### config.mk
export PLATFORM = sky130hd
export DESIGN_NAME = xbar_sw_alloc
export DESIGN_NICKNAME = d
export VERILOG_FILES = /design/src/rtl/xbar_sw_alloc.sv
export SDC_FILE = /design/constraint.sdc
export NUM_CORES = 1
export LEC_CHECK = 0
export ABC_AREA = 1
export BUFFER_PORTS_ARGS = -buffer_cell sky130_fd_sc_hd__buf_4
export CORE_ASPECT_RATIO = 0.9
export CORE_MARGIN = 2
export CORE_UTILIZATION = 41
export CTS_CLUSTER_SIZE = 28
export DETAILED_ROUTE_END_ITERATION = 7
export GPL_TIMING_DRIVEN = 0
export PLACE_DENSITY = 0.62
export SLEW_MARGIN = 20
export SYNTH_ARGS = -nofsm -noshare
export SYNTH_HDL_FRONTEND = slang
export SYNTH_SLANG_ARGS = --single-unit
### constraint.sdc
create_clock -name clk -period 5 [get_ports clk]
set_input_delay 0.25 -clock clk [delete_from_list [all_inputs] [get_ports clk]]
set_output_delay 0.25 -clock clk [all_outputs]
set_load 0.02 [all_outputs]
### src/rtl/xbar_sw_alloc.sv
// Wormhole switch allocator: per-output round-robin arbitration with packet locks,
// downstream credit counters and sticky protocol/credit error flags.
module xbar_sw_alloc #(
  parameter int P   = 5,
  parameter int B   = 4,
  parameter int P_1 = P - 1,
  parameter int CW  = $clog2(B + 1)
) (
  input  logic             clk,
  input  logic             reset,
  input  logic [P*P_1-1:0] dest_req_all,
  input  logic [P-1:0]     hdr_flg_all,
  input  logic [P-1:0]     tail_flg_all,
  input  logic [P-1:0]     credit_in_all,
  output logic [P*P_1-1:0] granted_dest_port_all,
  output logic [P-1:0]     in_read_all,
  output logic [P-1:0]     out_busy_all,
  output logic             credit_err,
  output logic             proto_err
);

  localparam int IW = (P > 1) ? $clog2(P) : 1;

  typedef enum logic {ST_IDLE, ST_LOCKED} out_state_e;

  out_state_e    state_q  [P];
  out_state_e    state_d  [P];
  logic [IW-1:0] owner_q  [P];
  logic [IW-1:0] owner_d  [P];
  logic [IW-1:0] rr_ptr_q [P];
  logic [IW-1:0] rr_ptr_d [P];
  logic [CW-1:0] credit_q [P];
  logic [CW-1:0] credit_d [P];
  logic          credit_err_q, credit_err_d;
  logic          proto_err_q, proto_err_d;

  // req[i][j] / gnt[i][j]: input i towards global output j (diagonal always 0).
  logic [P-1:0]  req [P];
  logic [P-1:0]  gnt [P];

  always_comb begin
    for (int i = 0; i < P; i++) begin
      req[i] = '0;
      for (int j = 0; j < P; j++) begin
        if (j < i)      req[i][j] = dest_req_all[i*P_1 + j];
        else if (j > i) req[i][j] = dest_req_all[i*P_1 + j - 1];
      end
    end
  end

  always_comb begin
    logic          gnt_any;
    logic          has_credit;
    logic [IW-1:0] win;
    int            cand;
    // NOTE: every combinational output gets a default before any conditional
    // assignment, otherwise synthesis infers a latch to hold the old value.
    for (int i = 0; i < P; i++) gnt[i] = '0;
    credit_err_d = credit_err_q;
    proto_err_d  = proto_err_q;
    for (int j = 0; j < P; j++) begin
      state_d[j]  = state_q[j];
      owner_d[j]  = owner_q[j];
      rr_ptr_d[j] = rr_ptr_q[j];
      credit_d[j] = credit_q[j];
      gnt_any     = 1'b0;
      win         = '0;
      cand        = 0;
      has_credit  = (credit_q[j] != '0);

      if (state_q[j] == ST_IDLE) begin
        // Scan from the pointer so the most recent winner has lowest priority.
        for (int k = 0; k < P; k++) begin
          cand = int'(rr_ptr_q[j]) + k;
          if (cand >= P) cand = cand - P;
          if (!gnt_any && req[cand][j] && hdr_flg_all[cand] && has_credit) begin
            gnt_any = 1'b1;
            win     = IW'(cand);
          end
        end
        if (gnt_any) begin
          gnt[win][j] = 1'b1;
          rr_ptr_d[j] = (int'(win) == P - 1) ? '0 : win + 1'b1;
          if (!tail_flg_all[win]) begin
            state_d[j] = ST_LOCKED;
            owner_d[j] = win;
          end
        end
      end else begin
        win = owner_q[j];
        if (req[win][j] && !hdr_flg_all[win] && has_credit) begin
          gnt_any     = 1'b1;
          gnt[win][j] = 1'b1;
          if (tail_flg_all[win]) state_d[j] = ST_IDLE;
        end
      end

      if (credit_in_all[j] && !gnt_any) begin
        if (credit_q[j] == CW'(B)) credit_err_d = 1'b1;
        else                       credit_d[j]  = credit_q[j] + 1'b1;
      end else if (gnt_any && !credit_in_all[j]) begin
        credit_d[j] = credit_q[j] - 1'b1;
      end
    end

    // Owner headers on a locked output and orphan body/tail flits are errors;
    // foreign headers on a locked output simply wait.
    for (int i = 0; i < P; i++) begin
      for (int j = 0; j < P; j++) begin
        if (req[i][j]) begin
          if (state_q[j] == ST_LOCKED && int'(owner_q[j]) == i) begin
            if (hdr_flg_all[i]) proto_err_d = 1'b1;
          end else if (!hdr_flg_all[i]) begin
            proto_err_d = 1'b1;
          end
        end
      end
    end
  end

  always_comb begin
    granted_dest_port_all = '0;
    in_read_all           = '0;
    out_busy_all          = '0;
    for (int i = 0; i < P; i++) begin
      for (int j = 0; j < P; j++) begin
        if (j < i)      granted_dest_port_all[i*P_1 + j]     = gnt[i][j] & reset;
        else if (j > i) granted_dest_port_all[i*P_1 + j - 1] = gnt[i][j] & reset;
      end
      in_read_all[i]  = (|gnt[i]) & reset;
      out_busy_all[i] = (state_q[i] == ST_LOCKED);
    end
  end

  assign credit_err = credit_err_q;
  assign proto_err  = proto_err_q;

  // NOTE: sequential state uses non-blocking assignments so every flop samples
  // pre-edge values regardless of statement order; the small per-output state
  // arrays are control registers, so all of them are reset.
  always_ff @(posedge clk or negedge reset) begin
    if (!reset) begin
      for (int j = 0; j < P; j++) begin
        state_q[j]  <= ST_IDLE;
        owner_q[j]  <= '0;
        rr_ptr_q[j] <= '0;
        credit_q[j] <= CW'(B);
      end
      credit_err_q <= 1'b0;
      proto_err_q  <= 1'b0;
    end else begin
      for (int j = 0; j < P; j++) begin
        state_q[j]  <= state_d[j];
        owner_q[j]  <= owner_d[j];
        rr_ptr_q[j] <= rr_ptr_d[j];
        credit_q[j] <= credit_d[j];
      end
      credit_err_q <= credit_err_d;
      proto_err_q  <= proto_err_d;
    end
  end

endmodule

==> run summary <==
Fin nets - 1845
Dpl hpwl - 25210 um
Yosys cell types - 56
Yosys reg bits - 52
Share of layout cells above drive strength 1 - 0.1417
Area growth, synth to finish - 10.47%
Final WL - 31390 um
Critical Path Start Type - flip-flop
Largest family of logic cells by synthesized area - simple AND/OR/NAND/NOR gates
Vias in the first global route - 9667
Top-count cell post-synth - nand2_1
Period minus WS final - 4.430 ns
CP Class - reg2out
Post-synthesis simple-gate area fraction - 0.4856
Avg Vias per Cell - 5.370
Die Y-Extent - 150.4 um
Die Area - 0.02506 mm^2
Antenna cells - 0
Initial antenna violation count - 0
Synth Cell Area - 0.009761 mm^2
Post-route cell area - 0.01078 mm^2
Arrival time at the worst endpoint - 4.18 ns
Clock Root Buffer - clkbuf_16
Synth top cells by count - nand2_1, inv_1, nand3_1
Final core utilization - 0.4619
Status - complete, but fails checks
Largest net degree at the start of global routing - 54
Adder-cell area share of the yosys netlist - 0.1064
CTS buffer count - 5
Worst-path clk slew - 0.08 ns
Total core area - 0.02334 mm^2
Routed len/inst - 15.45 um
TritonCTS clock tree - done
Max_cap viols - 0
# clock sinks - 52
Top post-synthesis cells by area - nand2_1, dfrtp_1, ha_1
Worst endpoint required time - 4.75 ns
Worst Setup End Kind - output pin
Final Setup Violations - 0
Tot GR Track Use - 0.2466
FFs w/ async S/R, synth - 1.000
Fmax - 225.7 MHz
Post-synth EDFFs - 0
Final hold violations - 3
Setup bufs post-CTS - 0
Yosys warns - 0
Max-slew headroom - 0.2876
PortBufs - 63
Hold Crit Class - in2async
Share of the synthesized area in the top cell type - 0.1865
XOR/XNOR share of the synthesized area - 0.02589
Post-Syn Nets - 1775
Failing checks - hold timing
Least-Margin Pin Slew - 1.060 ns
Compound-Gate Fraction of Synth Area - 0.1329
Synth Area per Inst - 5.887 um^2
Hold_buf cts - 0
Post-DRT Antenna Nets - 0
# H-tree levels - 2
Clk buf depth - 2
DRC - 0
Final setup TNS - 0 ns
Critical Path Fanout Max - 10
Ports - 69
Area leader, netlist - nand2_1
First-pass detailed-route iteration total - 8
DP Area - 0.01061 mm^2
Synthesized instance count - 1658
Mux share of post-synthesis cell area - 0
Core Rows - 53
Pins Over Slew Limit - 0
Via count - 10910
Final period utilization - 0.8860
RSZ-0062 raised after global routing - no
Hold slack - -0.001145 ns
First-pass GRT wire length - 50270 um
Post-CTS sizing - 0
Sequential fraction of the synthesis area - 0.1340
Starting DRT DRC Count - 940
Final Skew - 0.008791 ns
Starting Density - 0.4181
GR Overflow Total - 0
Synth Flop Type - dfrtp_1
Worst skew pair latency - 0.31 ns
Chip Width - 166.6 um
RePlAce Congestion - 0.9421
-- metal layers --
layer,global-route usage,part of all wire
met4,0.05302,0.012
met1,0.3559,0.48
met5,0,0
met3,0.03891,0.074
met2,0.3888,0.43
-- cells by family (layout without fill, tap and decap cells) --
family          Yosys count  in the layout
simple gates           1010           1010
buf+inv                 280            351
compound gates          208            208
fa+ha+maj                80             80
flops                    52             52
xor+xnor                 28             28
-- through the flow --
stage          worst slack, ns  instances
2_1_floorplan            1.746       1658
6_report                0.5701       2031
4_1_cts                 0.6525       2031
3_5_place_dp             1.018       2023
5_1_grt                 0.1838       2031
3_3_place_gp             1.046       2023
-- final cells by class --
class	instances	area (um^2)
Clock inverter	3	46.29
Buffer	20	141.4
Tap cell	302	377.9
Multi-Input combinational cell	1326	7328
Sequential cell	52	1308
Inverter	260	983.4
Timing Repair Buffer	63	473.0
Clock buffer	5	125.1
Fill cell	2555	12560
-- cell usage in the layout, fill, tap and decap left out, drive strengths merged, types with 10 or more instances in the layout --
| master | netlist | final |
|---|---|---|
| nor2 | 182 | 182 |
| nand3 | 212 | 212 |
| o22ai | 10 | 10 |
| dfrtp | 47 | 47 |
| xor2 | 23 | 23 |
| nand2 | 523 | 523 |
| buf | 15 | 78 |
| ha | 75 | 75 |
| a21oi | 50 | 50 |
| o21ai | 109 | 109 |
| nor3 | 20 | 20 |
| nand4 | 65 | 65 |
| inv | 260 | 261 |
-- worst max-delay path, cell delays in order, from the launching register on --
cell and delay [ns]:
dfrtp_1 0.49, inv_1 0.34, ha_1 0.21, inv_1 0.04
ha_1 0.33, inv_1 0.10, o21ai_0 0.14, nand2_1 0.15
nand2_1 0.08, nand2_1 0.05, nand2_1 0.05, nand3_1 0.09
nand3_1 0.10, inv_1 0.05, nand2_1 0.10, nand3_1 0.14
nor2_1 0.20, nand3_1 0.15, nand2_2 0.18, nor2_2 0.07
a21oi_1 0.32, nand2_1 0.10, nor2_1 0.12, nor2_1 0.07
buf_4 0.19
-- state kept, by name (all words and copies together), names as in the netlist --
name	count
proto_err	1
owner_q	15
out_busy_all	5
credit_q	15
credit_err	1
rr_ptr_q	15
-- final timing paths --
kind | slack [ns] | cells after the start | end | start
worst max-delay path | 0.57 | 24 | in_read_all[2] | rr_ptr_q[10]
worst max register to register | 0.89 | 21 | credit_err | rr_ptr_q[4]
min in group clk | 0.25 | 3 | proto_err | dest_req_all[18]
worst min register to register | 0.51 | 2 | credit_q[8] | credit_q[8]
worst min-delay path | -0.001 | 1 | rr_ptr_q[4] | reset
max in group asynchronous | 4.48 | 1 | credit_q[7] | reset
Power is not shown: default switching activity piles up to over one toggle a cycle in this logic, so the estimate is an artifact.
